--- config.mk ---
export PLATFORM = sky130hd
export DESIGN_NAME = fb_id_ex_stage_flat
export DESIGN_NICKNAME = d
export VERILOG_FILES = /design/src/rtl/fb_id_ex_if.sv /design/src/rtl/fb_id_ex_stage.sv /design/src/flat_wrapper.sv
export SDC_FILE = /design/constraint.sdc
export NUM_CORES = 1
export LEC_CHECK = 0
export CORE_MARGIN = 1
export CORE_UTILIZATION = 45
export CTS_BUF_LIST = sky130_fd_sc_hd__clkbuf_4 sky130_fd_sc_hd__clkbuf_8
export CTS_CLUSTER_DIAMETER = 60
export CTS_CLUSTER_SIZE = 16
export DETAILED_ROUTE_END_ITERATION = 8
export PLACE_DENSITY = 0.93
export SLEW_MARGIN = 20
export SYNTH_ARGS = -nofsm -noshare
export SYNTH_HDL_FRONTEND = slang
export SYNTH_SLANG_ARGS = --single-unit
--- constraint.sdc ---
create_clock -name clk -period 17.5 [get_ports clk]
set_input_delay 5.25 -clock clk [delete_from_list [all_inputs] [get_ports clk]]
set_output_delay 5.25 -clock clk [all_outputs]
set_load 0.05 [all_outputs]
--- src/rtl/fb_id_ex_if.sv ---
// fb_id_ex_if: ID-side inputs, EX-side register outputs and hazard/counter signals of the ID/EX stage
interface fb_id_ex_if #(parameter int XLEN = 32, parameter int CNT_W = 16);
    logic             id_valid;
    logic [XLEN-1:0]  id_pc, id_rs1_data, id_rs2_data, id_imm;
    logic [4:0]       id_rs1, id_rs2, id_rd;
    logic [3:0]       id_funct;
    logic [1:0]       id_alu_op;
    logic             id_alu_src, id_alu_res_src, id_mem_read, id_mem_write, id_branch, id_mem_to_reg, id_reg_write;
    logic             flush, hold;
    logic             ex_valid;
    logic [XLEN-1:0]  ex_pc, ex_rs1_data, ex_rs2_data, ex_imm;
    logic [4:0]       ex_rs1, ex_rs2, ex_rd;
    logic [3:0]       ex_funct;
    logic [1:0]       ex_alu_op;
    logic             ex_alu_src, ex_alu_res_src, ex_mem_read, ex_mem_write, ex_branch, ex_mem_to_reg, ex_reg_write;
    logic             stall_if_id;
    logic [CNT_W-1:0] bubble_cnt, flush_cnt;

    modport master (
        output id_valid, id_pc, id_rs1_data, id_rs2_data, id_imm, id_rs1, id_rs2, id_rd, id_funct, id_alu_op,
               id_alu_src, id_alu_res_src, id_mem_read, id_mem_write, id_branch, id_mem_to_reg, id_reg_write,
               flush, hold,
        input  ex_valid, ex_pc, ex_rs1_data, ex_rs2_data, ex_imm, ex_rs1, ex_rs2, ex_rd, ex_funct, ex_alu_op,
               ex_alu_src, ex_alu_res_src, ex_mem_read, ex_mem_write, ex_branch, ex_mem_to_reg, ex_reg_write,
               stall_if_id, bubble_cnt, flush_cnt
    );
    modport slave (
        input  id_valid, id_pc, id_rs1_data, id_rs2_data, id_imm, id_rs1, id_rs2, id_rd, id_funct, id_alu_op,
               id_alu_src, id_alu_res_src, id_mem_read, id_mem_write, id_branch, id_mem_to_reg, id_reg_write,
               flush, hold,
        output ex_valid, ex_pc, ex_rs1_data, ex_rs2_data, ex_imm, ex_rs1, ex_rs2, ex_rd, ex_funct, ex_alu_op,
               ex_alu_src, ex_alu_res_src, ex_mem_read, ex_mem_write, ex_branch, ex_mem_to_reg, ex_reg_write,
               stall_if_id, bubble_cnt, flush_cnt
    );
endinterface

--- src/rtl/fb_id_ex_stage.sv ---
// fb_id_ex_stage: ID/EX pipeline register with load-use bubble insertion, flush/hold priority and saturating event counters
module fb_id_ex_stage #(parameter int XLEN = 32, parameter int CNT_W = 16) (
    input logic clk,
    input logic rst,
    fb_id_ex_if.slave bus
);
    logic lu, keep, load_id, ld_valid;

    always_comb begin
        lu = bus.ex_valid & bus.ex_mem_read & (bus.ex_rd != 5'd0) & bus.id_valid &
             ((bus.ex_rd == bus.id_rs1) | (bus.ex_rd == bus.id_rs2));
        bus.stall_if_id = lu & ~bus.flush & ~bus.hold;
        keep = bus.hold & ~bus.flush;
        load_id = ~bus.flush & ~bus.hold & ~lu;
        ld_valid = load_id & bus.id_valid;
    end

    // A bubble clears data as well as control so the EX register is deterministic
    always_ff @(posedge clk or posedge rst) begin
        if (rst) begin
            bus.ex_valid <= 1'b0;
            bus.ex_pc <= XLEN'(0);
            bus.ex_rs1_data <= XLEN'(0);
            bus.ex_rs2_data <= XLEN'(0);
            bus.ex_imm <= XLEN'(0);
            bus.ex_rs1 <= 5'd0;
            bus.ex_rs2 <= 5'd0;
            bus.ex_rd <= 5'd0;
            bus.ex_funct <= 4'd0;
            bus.ex_alu_op <= 2'b00;
            bus.ex_alu_src <= 1'b0;
            bus.ex_alu_res_src <= 1'b0;
            bus.ex_mem_read <= 1'b0;
            bus.ex_mem_write <= 1'b0;
            bus.ex_branch <= 1'b0;
            bus.ex_mem_to_reg <= 1'b0;
            bus.ex_reg_write <= 1'b0;
            bus.bubble_cnt <= CNT_W'(0);
            bus.flush_cnt <= CNT_W'(0);
        end else begin
            if (!keep) begin
                bus.ex_valid <= ld_valid;
                bus.ex_pc <= load_id ? bus.id_pc : XLEN'(0);
                bus.ex_rs1_data <= load_id ? bus.id_rs1_data : XLEN'(0);
                bus.ex_rs2_data <= load_id ? bus.id_rs2_data : XLEN'(0);
                bus.ex_imm <= load_id ? bus.id_imm : XLEN'(0);
                bus.ex_rs1 <= load_id ? bus.id_rs1 : 5'd0;
                bus.ex_rs2 <= load_id ? bus.id_rs2 : 5'd0;
                bus.ex_rd <= load_id ? bus.id_rd : 5'd0;
                bus.ex_funct <= load_id ? bus.id_funct : 4'd0;
                bus.ex_alu_op <= ld_valid ? bus.id_alu_op : 2'b00;
                bus.ex_alu_src <= ld_valid & bus.id_alu_src;
                bus.ex_alu_res_src <= ld_valid & bus.id_alu_res_src;
                bus.ex_mem_read <= ld_valid & bus.id_mem_read;
                bus.ex_mem_write <= ld_valid & bus.id_mem_write;
                bus.ex_branch <= ld_valid & bus.id_branch;
                bus.ex_mem_to_reg <= ld_valid & bus.id_mem_to_reg;
                bus.ex_reg_write <= ld_valid & bus.id_reg_write;
            end
            if (bus.flush & ~&bus.flush_cnt)
                bus.flush_cnt <= bus.flush_cnt + CNT_W'(1);
            if (bus.stall_if_id & ~&bus.bubble_cnt)
                bus.bubble_cnt <= bus.bubble_cnt + CNT_W'(1);
        end
    end
endmodule

--- src/flat_wrapper.sv ---
// flat-port wrapper written by rule: the top's interface ports become plain ports
module fb_id_ex_stage_flat 
#(parameter int XLEN = 32, parameter int CNT_W = 16)
  (clk, rst, bus_id_valid, bus_id_pc, bus_id_rs1_data, bus_id_rs2_data, bus_id_imm, bus_id_rs1, bus_id_rs2, bus_id_rd, bus_id_funct, bus_id_alu_op, bus_id_alu_src, bus_id_alu_res_src, bus_id_mem_read, bus_id_mem_write, bus_id_branch, bus_id_mem_to_reg, bus_id_reg_write, bus_flush, bus_hold, bus_ex_valid, bus_ex_pc, bus_ex_rs1_data, bus_ex_rs2_data, bus_ex_imm, bus_ex_rs1, bus_ex_rs2, bus_ex_rd, bus_ex_funct, bus_ex_alu_op, bus_ex_alu_src, bus_ex_alu_res_src, bus_ex_mem_read, bus_ex_mem_write, bus_ex_branch, bus_ex_mem_to_reg, bus_ex_reg_write, bus_stall_if_id, bus_bubble_cnt, bus_flush_cnt);
  fb_id_ex_if #(.XLEN(XLEN), .CNT_W(CNT_W)) bus_i ();
  input logic clk;
  input logic rst;
  input wire logic [$bits(bus_i.id_valid)-1:0] bus_id_valid;
  input wire logic [$bits(bus_i.id_pc)-1:0] bus_id_pc;
  input wire logic [$bits(bus_i.id_rs1_data)-1:0] bus_id_rs1_data;
  input wire logic [$bits(bus_i.id_rs2_data)-1:0] bus_id_rs2_data;
  input wire logic [$bits(bus_i.id_imm)-1:0] bus_id_imm;
  input wire logic [$bits(bus_i.id_rs1)-1:0] bus_id_rs1;
  input wire logic [$bits(bus_i.id_rs2)-1:0] bus_id_rs2;
  input wire logic [$bits(bus_i.id_rd)-1:0] bus_id_rd;
  input wire logic [$bits(bus_i.id_funct)-1:0] bus_id_funct;
  input wire logic [$bits(bus_i.id_alu_op)-1:0] bus_id_alu_op;
  input wire logic [$bits(bus_i.id_alu_src)-1:0] bus_id_alu_src;
  input wire logic [$bits(bus_i.id_alu_res_src)-1:0] bus_id_alu_res_src;
  input wire logic [$bits(bus_i.id_mem_read)-1:0] bus_id_mem_read;
  input wire logic [$bits(bus_i.id_mem_write)-1:0] bus_id_mem_write;
  input wire logic [$bits(bus_i.id_branch)-1:0] bus_id_branch;
  input wire logic [$bits(bus_i.id_mem_to_reg)-1:0] bus_id_mem_to_reg;
  input wire logic [$bits(bus_i.id_reg_write)-1:0] bus_id_reg_write;
  input wire logic [$bits(bus_i.flush)-1:0] bus_flush;
  input wire logic [$bits(bus_i.hold)-1:0] bus_hold;
  output wire logic [$bits(bus_i.ex_valid)-1:0] bus_ex_valid;
  output wire logic [$bits(bus_i.ex_pc)-1:0] bus_ex_pc;
  output wire logic [$bits(bus_i.ex_rs1_data)-1:0] bus_ex_rs1_data;
  output wire logic [$bits(bus_i.ex_rs2_data)-1:0] bus_ex_rs2_data;
  output wire logic [$bits(bus_i.ex_imm)-1:0] bus_ex_imm;
  output wire logic [$bits(bus_i.ex_rs1)-1:0] bus_ex_rs1;
  output wire logic [$bits(bus_i.ex_rs2)-1:0] bus_ex_rs2;
  output wire logic [$bits(bus_i.ex_rd)-1:0] bus_ex_rd;
  output wire logic [$bits(bus_i.ex_funct)-1:0] bus_ex_funct;
  output wire logic [$bits(bus_i.ex_alu_op)-1:0] bus_ex_alu_op;
  output wire logic [$bits(bus_i.ex_alu_src)-1:0] bus_ex_alu_src;
  output wire logic [$bits(bus_i.ex_alu_res_src)-1:0] bus_ex_alu_res_src;
  output wire logic [$bits(bus_i.ex_mem_read)-1:0] bus_ex_mem_read;
  output wire logic [$bits(bus_i.ex_mem_write)-1:0] bus_ex_mem_write;
  output wire logic [$bits(bus_i.ex_branch)-1:0] bus_ex_branch;
  output wire logic [$bits(bus_i.ex_mem_to_reg)-1:0] bus_ex_mem_to_reg;
  output wire logic [$bits(bus_i.ex_reg_write)-1:0] bus_ex_reg_write;
  output wire logic [$bits(bus_i.stall_if_id)-1:0] bus_stall_if_id;
  output wire logic [$bits(bus_i.bubble_cnt)-1:0] bus_bubble_cnt;
  output wire logic [$bits(bus_i.flush_cnt)-1:0] bus_flush_cnt;
  assign bus_i.id_valid = bus_id_valid;
  assign bus_i.id_pc = bus_id_pc;
  assign bus_i.id_rs1_data = bus_id_rs1_data;
  assign bus_i.id_rs2_data = bus_id_rs2_data;
  assign bus_i.id_imm = bus_id_imm;
  assign bus_i.id_rs1 = bus_id_rs1;
  assign bus_i.id_rs2 = bus_id_rs2;
  assign bus_i.id_rd = bus_id_rd;
  assign bus_i.id_funct = bus_id_funct;
  assign bus_i.id_alu_op = bus_id_alu_op;
  assign bus_i.id_alu_src = bus_id_alu_src;
  assign bus_i.id_alu_res_src = bus_id_alu_res_src;
  assign bus_i.id_mem_read = bus_id_mem_read;
  assign bus_i.id_mem_write = bus_id_mem_write;
  assign bus_i.id_branch = bus_id_branch;
  assign bus_i.id_mem_to_reg = bus_id_mem_to_reg;
  assign bus_i.id_reg_write = bus_id_reg_write;
  assign bus_i.flush = bus_flush;
  assign bus_i.hold = bus_hold;
  assign bus_ex_valid = bus_i.ex_valid;
  assign bus_ex_pc = bus_i.ex_pc;
  assign bus_ex_rs1_data = bus_i.ex_rs1_data;
  assign bus_ex_rs2_data = bus_i.ex_rs2_data;
  assign bus_ex_imm = bus_i.ex_imm;
  assign bus_ex_rs1 = bus_i.ex_rs1;
  assign bus_ex_rs2 = bus_i.ex_rs2;
  assign bus_ex_rd = bus_i.ex_rd;
  assign bus_ex_funct = bus_i.ex_funct;
  assign bus_ex_alu_op = bus_i.ex_alu_op;
  assign bus_ex_alu_src = bus_i.ex_alu_src;
  assign bus_ex_alu_res_src = bus_i.ex_alu_res_src;
  assign bus_ex_mem_read = bus_i.ex_mem_read;
  assign bus_ex_mem_write = bus_i.ex_mem_write;
  assign bus_ex_branch = bus_i.ex_branch;
  assign bus_ex_mem_to_reg = bus_i.ex_mem_to_reg;
  assign bus_ex_reg_write = bus_i.ex_reg_write;
  assign bus_stall_if_id = bus_i.stall_if_id;
  assign bus_bubble_cnt = bus_i.bubble_cnt;
  assign bus_flush_cnt = bus_i.flush_cnt;
  fb_id_ex_stage #(.XLEN(XLEN), .CNT_W(CNT_W)) u_core (.clk(clk), .rst(rst), .bus(bus_i));
endmodule
==> results of run 1 <==
==> final cells by class <==
type | instances | area [µm²]
Inverter | 4 | 20.0
Clock inverter | 15 | 154
Fill cell | 1236 | 5360
Antenna cell | 1 | 2.50
Multi-Input combinational cell | 496 | 3100
Clock buffer | 17 | 234
Tap cell | 225 | 282
Timing Repair Buffer | 360 | 3590
Sequential cell | 189 | 4730
==> critical path: stages <==
cell,delay [ns]
clkdlybuf4s50_1,0.46
xnor2_1,0.25
nand3_1,0.17
o22ai_4,0.44
nand2b_2,0.10
buf_4,0.33
nor2_1,0.21
clkdlybuf4s50_1,0.83
==> cell usage in the layout, fill, tap and decap left out, types with 4 or more instances in the layout <==
master,instances
clkdlybuf4s50_1,348
dfrtp_1,189
nand2_1,119
nand3b_1,95
o21ai_1,60
a32o_1,53
o21ai_0,44
xnor2_1,35
nand3_1,25
clkbuf_8,17
nand4_1,14
nor2_1,13
buf_4,10
nor4_1,5
inv_6,5
clkinv_4,4
and3_1,4
xor2_1,4
==> metal layers <==
layer / global-route usage, % / share of wire, %
met4: 13.8 / 3.7
met5: 0 / 0.036
met3: 8.78 / 8.0
met2: 44.0 / 50
met1: 33.5 / 38
==> kinds of logic (layout without fill, tap and decap cells) <==
| group | count (synthesis) | count (layout) | synth area share [%] |
|---|---|---|---|
| AND/OR/NAND/NOR | 291 | 291 | 19.5 |
| flip-flops | 189 | 189 | 58.0 |
| AO/OA/AOI/OAI | 162 | 162 | 13.5 |
| buffers and inverters | 70 | 396 | 4.22 |
| XOR/XNOR | 39 | 39 | 4.19 |
| adder cells (fa/ha/maj) | 2 | 2 | 0.307 |
| multiplexers | 2 | 2 | 0.276 |
| other | 0 | 1 | 0 |
==> where the power goes <==
group	internal (mW)	leakage, nW	switching, mW	total (mW)
clock	0.106	0.194	0.178	0.285
combinational	0.107	2.16	0.168	0.274
sequential	0.465	2.52	0.0252	0.490
==> how the worst max path moves through the flow <==
stage	startpoint	end	slack, ns	cells after the start
after floorplan	bus_id_rs1[4]	bus_stall_if_id	5.47	7
after global placement	bus_id_rs1[2]	bus_stall_if_id	4.41	8
after detailed placement	bus_id_rs2[0]	bus_stall_if_id	4.30	8
after CTS	bus_id_rs2[0]	bus_stall_if_id	4.27	8
after global routing	bus_id_rs2[0]	bus_stall_if_id	4.08	8
final	bus_id_rs2[0]	bus_stall_if_id	4.20	8
==> per-stage QoR <==
step,total power [mW],area [µm²]
after detailed placement,0.774,11700
after global placement,0.768,11700
after global routing,1.09,12100
final,1.05,12100
after CTS,1.06,12100
after floorplan,0.655,8150
==> results.py, run 1 <==
metrics = {
    "status": {
        "status": "completed",
    },
    "global_route": {
        "antenna_found_initial": 1,
        "grt_pass1_wl_um": 39500,
        "grt_overflow": 0,
        "grt_pass1_vias": 7362,
        "grt_max_degree": 103,
        "grt_use_total_pct": 27.5,
    },
    "synth": {
        "synthCells": 755,
        "synth_cell_type_count": 34,
        "ys_seq_area_share_pct": 58.0,
        "synth_nets": 918,
        "synth_most_common_cell": "dfrtp_1",
        "synth_area_leader_cell": "dfrtp_1",
        "avgSynthCellArea_um2": 10.8,
        "ys_top_cells_by_count": "dfrtp_1, nand2_1, nand3b_1, o21ai_1, a32o_1",
        "synth_ff_type": "dfrtp_1",
        "ys.warnings.count": 0,
        "synth_edf_count": 0,
        "synth-seq-cells": 189,
        "synth_area_leaders": "dfrtp_1, nand3b_1, a32o_1, nand2_1, xnor2_1",
        "yosysTopAreaCellShare_pct": 58.0,
        "netlist_area_mm2": 0.00815,
        "async_flop_share_pct": 100,
    },
    "worst_hold_path": {
        "min_to": "u_core.bus.ex_mem_to_reg",
        "hold_start": "u_core.bus.ex_mem_to_reg",
        "whs_path_depth": 2,
        "min_path_type": "reg -> reg",
    },
    "sta": {
        "fin_crit_ns": 13.30,
        "hold_violations": 0,
        "slew_violations": 0,
        "fin_skew_ns": 0.0176,
        "timing.final.ws_setup_ns": 4.20,
        "finalSetupViolCount": 0,
        "period_share_pct": 76.0,
        "setup_tns_ns": 0,
        "slew_headroom_pct": 32.4,
        "worstMarginPinSlew_ns": 1.01,
        "rsz0062_at_grt": "no",
        "whs_ns": 0.486,
        "max_freq_ghz": 0.0752,
    },
    "clock_network": {
        "clk_path_buf_depth": 2,
        "cts_tree": "done",
        "cts-root-buf": "clkbuf_8",
        "cts_setup_buffers": 0,
        "cts_buffers": 17,
        "cts.htree.levels": 4,
        "clk_latency_ns": 0.47,
        "cts_sinks": 189,
        "cts_hold_buffers": 0,
        "clk_pin_slew_ns": 0.10,
        "cts_resized": 0,
    },
    "floorplan": {
        "die_x_um": 137,
        "fp-row-count": 48,
        "fp.dieH_um": 137,
        "core-area_mm2": 0.0175,
        "initial_core_util_pct": 46.7,
        "ios": 351,
        "die-area_mm2": 0.0187,
    },
    "detailed_routing": {
        "antenna_left": 0,
        "drc": 0,
        "drt_iter0_drc": 592,
        "dr_total_vias": 7366,
        "avgViaCountPerCell": 5.64,
        "drtPass1Iterations": 6,
        "drt-total-wl_um": 25200,
        "drt-wirelength-per-cell_um": 19.3,
    },
    "power_and_ir_drop": {
        "vdd_drop_max_mv": 0.0922,
        "cellLeakagePower_nw": 4.88,
        "power_density_mw_per_mm2": 86.6,
    },
    "worst_setup_path": {
        "required_ns": 12.25,
        "path_max_fanout": 54,
        "reg2reg_slack_ns": 14.64,
        "startpoint_type": "input pin",
        "arrival_ns": 8.05,
        "r2r-start": "u_core.bus.ex_rd[0]",
        "critical_path_class": "in -> out",
        "cp-end-kind": "output pin",
        "reg2regPathDepth": 6,
        "r2r-end": "u_core.bus.ex_alu_op[1]",
    },
    "place": {
        "gp_congestion": 0.866,
        "dp.cells": 1273,
        "dpl.hpwl_um": 17200,
        "place_ws_ns": 4.30,
        "io_buffers": 350,
    },
    "job": {
        "max-cap-violations": 0,
    },
    "layout": {
        "area_delta_synth_final_pct": 48.6,
        "drive_gt1_share_pct": 5.27,
        "nets": 1231,
        "fin_util_pct": 69.3,
        "layout.cells.non_filler": 1307,
    },
}
No activity file was read; power rests on OpenSTA's default activity.
==> run 2, diff against run 1 <==
- CORE_UTILIZATION: 45 -> 44
- PLACE_DENSITY: 0.93 -> 0.91
- clock period: 17.5 -> 13 ns (I/O delays scaled with it)
==> run 2 against run 1 <==
The flow now finishes with violations (DRC). Sequential cell count unchanged. Clock skew barely moved. Routed wire length fell by 1.4%. Worst hold slack improved by 0.0082 ns. Critical path depth unchanged. Die area is 2.2% higher. Final cell count increased by 0.15%. First-iteration DRC count down 1.7%. Register-to-register slack got worse by 4.4 ns. Power rose by 38%. Via count decreased by 1.8%. Largest cell class unchanged. Highest routed layer is now met4.
==> results.py, run 2 (synthesis gave the netlist of run 1 again) <==
metrics = {
    "worst_setup_path": {
        "arrival_ns": 6.59,
        "crit_chain": "clkdlybuf4s50_1 -> xnor2_1 -> nand3_1 -> o22ai_4 -> nand2b_2 -> buf_4 -> nor2_1 -> clkdlybuf4s50_1",
        "required_ns": 9.10,
        "critical_path_class": "in -> out",
        "r2r-start": "u_core.bus.ex_rd[2]",
        "path_buf_inv": 3,
        "cpMostUsedCell": "clkdlybuf4s50_1",
        "reg2regPathDepth": 6,
        "cp_slowest_cell": "clkdlybuf4s50_1",
        "reg2reg_slack_ns": 10.20,
        "path_max_fanout": 54,
        "cpPeakStageDelay_ns": 0.81,
        "cp-end-kind": "output pin",
        "r2r-end": "u_core.bus.ex_imm[4]",
        "critPathTopFamily": "buffers and inverters",
        "startpoint_type": "input pin",
    },
    "floorplan": {
        "ios": 351,
        "initial_core_util_pct": 45.1,
        "die_x_um": 138,
        "fp.dieH_um": 138,
        "core-area_mm2": 0.0181,
        "fp-row-count": 49,
        "die-area_mm2": 0.0191,
    },
    "place": {
        "place_area_mm2": 0.0117,
        "dpl.hpwl_um": 16800,
        "dp.cells": 1276,
        "gp_congestion": 0.866,
        "io_buffers": 350,
    },
    "layout": {
        "area_delta_synth_final_pct": 48.8,
        "nets": 1229,
        "final_area_mm2": 0.0121,
        "final_common_cell": "clkdlybuf4s50_1",
        "layout.cells.non_filler": 1309,
        "drive_gt1_share_pct": 5.10,
        "layout_common_cells": "clkdlybuf4s50_1, dfrtp_1, nand2_1, nand3b_1, o21ai_1",
    },
    "power_and_ir_drop": {
        "power_density_mw_per_mm2": 119,
        "vdd_drop_max_mv": 0.0672,
        "cellLeakagePower_nw": 4.89,
    },
    "detailed_routing": {
        "drt-total-wl_um": 24800,
        "drt-wirelength-per-cell_um": 18.9,
        "drtPass1Iterations": 8,
        "avgViaCountPerCell": 5.52,
        "drt_iter0_drc": 582,
        "dr_total_vias": 7232,
        "drc": 34,
        "antenna_left": 0,
    },
    "clock_network": {
        "cts_setup_buffers": 0,
        "cts_sinks": 189,
        "cts-root-buf": "clkbuf_8",
        "cts_resized": 0,
        "cts_hold_buffers": 0,
        "cts.htree.levels": 4,
        "cts_buffers": 17,
        "clk_latency_ns": 0.47,
        "cts_tree": "done",
        "clk_path_buf_depth": 2,
        "clk_pin_slew_ns": 0.10,
    },
    "job": {
        "max-cap-violations": 0,
    },
    "worst_hold_path": {
        "hold_start": "u_core.bus.ex_reg_write",
        "min_to": "u_core.bus.ex_reg_write",
        "min_path_type": "reg -> reg",
        "whs_path_depth": 2,
    },
    "sta": {
        "finalSetupViolCount": 0,
        "fin_crit_ns": 10.49,
        "rsz0062_at_grt": "no",
        "slew_violations": 0,
        "max_freq_ghz": 0.0953,
        "slew_headroom_pct": 30.1,
        "worstMarginPinSlew_ns": 1.05,
        "period_share_pct": 80.7,
        "fin_skew_ns": 0.0176,
        "hold_violations": 0,
        "setup_tns_ns": 0,
    },
    "global_route": {
        "grt_pass1_vias": 7377,
        "antenna_found_initial": 2,
        "grt_max_degree": 117,
        "grt_overflow": 0,
        "grt_pass1_wl_um": 40200,
        "grt_use_total_pct": 26.6,
    },
    "status": {
        "violations": "DRC",
        "status": "finished with violations",
    },
}
[run 2: cell count changes in the layout (fill, tap and decap cells not counted)]
cell        previous run  this run
buf_4                 10         9
bufinv_16              0         2
clkinv_2               1         0
inv_8                  2         4
clkinvlp_4             1         0
clkinv_8               3         2
buf_16                 1         0
clkinv_4               4         3
[run 2: routing by layer]
metal	track usage (%)	vias up	share of wire, %
li1	-	3297	-
met1	33.3	3509	40
met2	42.3	352	48
met3	6.86	74	7.5
met4	15.1	0	4.8
met5	0	-	0
[run 2: worst reg2reg max path, cell delays in order (launching register included)]
cell     delay [ns]
dfrtp_1        0.49
xnor2_1        0.21
nand3_1        0.14
o22ai_4        0.46
nor2b_4        0.24
buf_4          0.74
o21ai_0        0.37
[run 2: where the power goes]
| group | switching, mW | internal [mW] |
|---|---|---|
| combinational | 0.226 | 0.143 |
| sequential | 0.0339 | 0.626 |
| clock | 0.238 | 0.182 |
[run 2: worst max path at each step]
stage | start | endpoint | cells past startpoint
after CTS | bus_id_valid | bus_stall_if_id | 6
after detailed placement | bus_id_valid | bus_stall_if_id | 6
final | bus_id_rs1[0] | bus_stall_if_id | 8
after global placement | bus_id_rs1[0] | bus_stall_if_id | 8
after global routing | bus_id_valid | bus_stall_if_id | 6
after floorplan | bus_id_rs1[4] | bus_stall_if_id | 7
[run 2: final cells by class]
cell class	count	area [µm²]
fillers	1362	5960
flip-flops and latches	189	4730
repair buffers	358	3560
multi-input cells	496	3100
well taps	229	287
clock buffers	17	234
clock inverters	15	196
inverters	4	22.5
diodes	1	2.50
[run 2: per-stage QoR]
step                power, mW  util (%)  worst slack [ns]  hold slack [ns]
floorplan               0.882         -              3.67            0.758
global placement         1.03      64.7              2.57            0.467
detailed placement       1.04      64.7              2.52            0.479
CTS                      1.46      67.1              2.52            0.502
global route             1.51      67.1              2.37            0.521
finish                   1.45      67.1              2.51            0.494
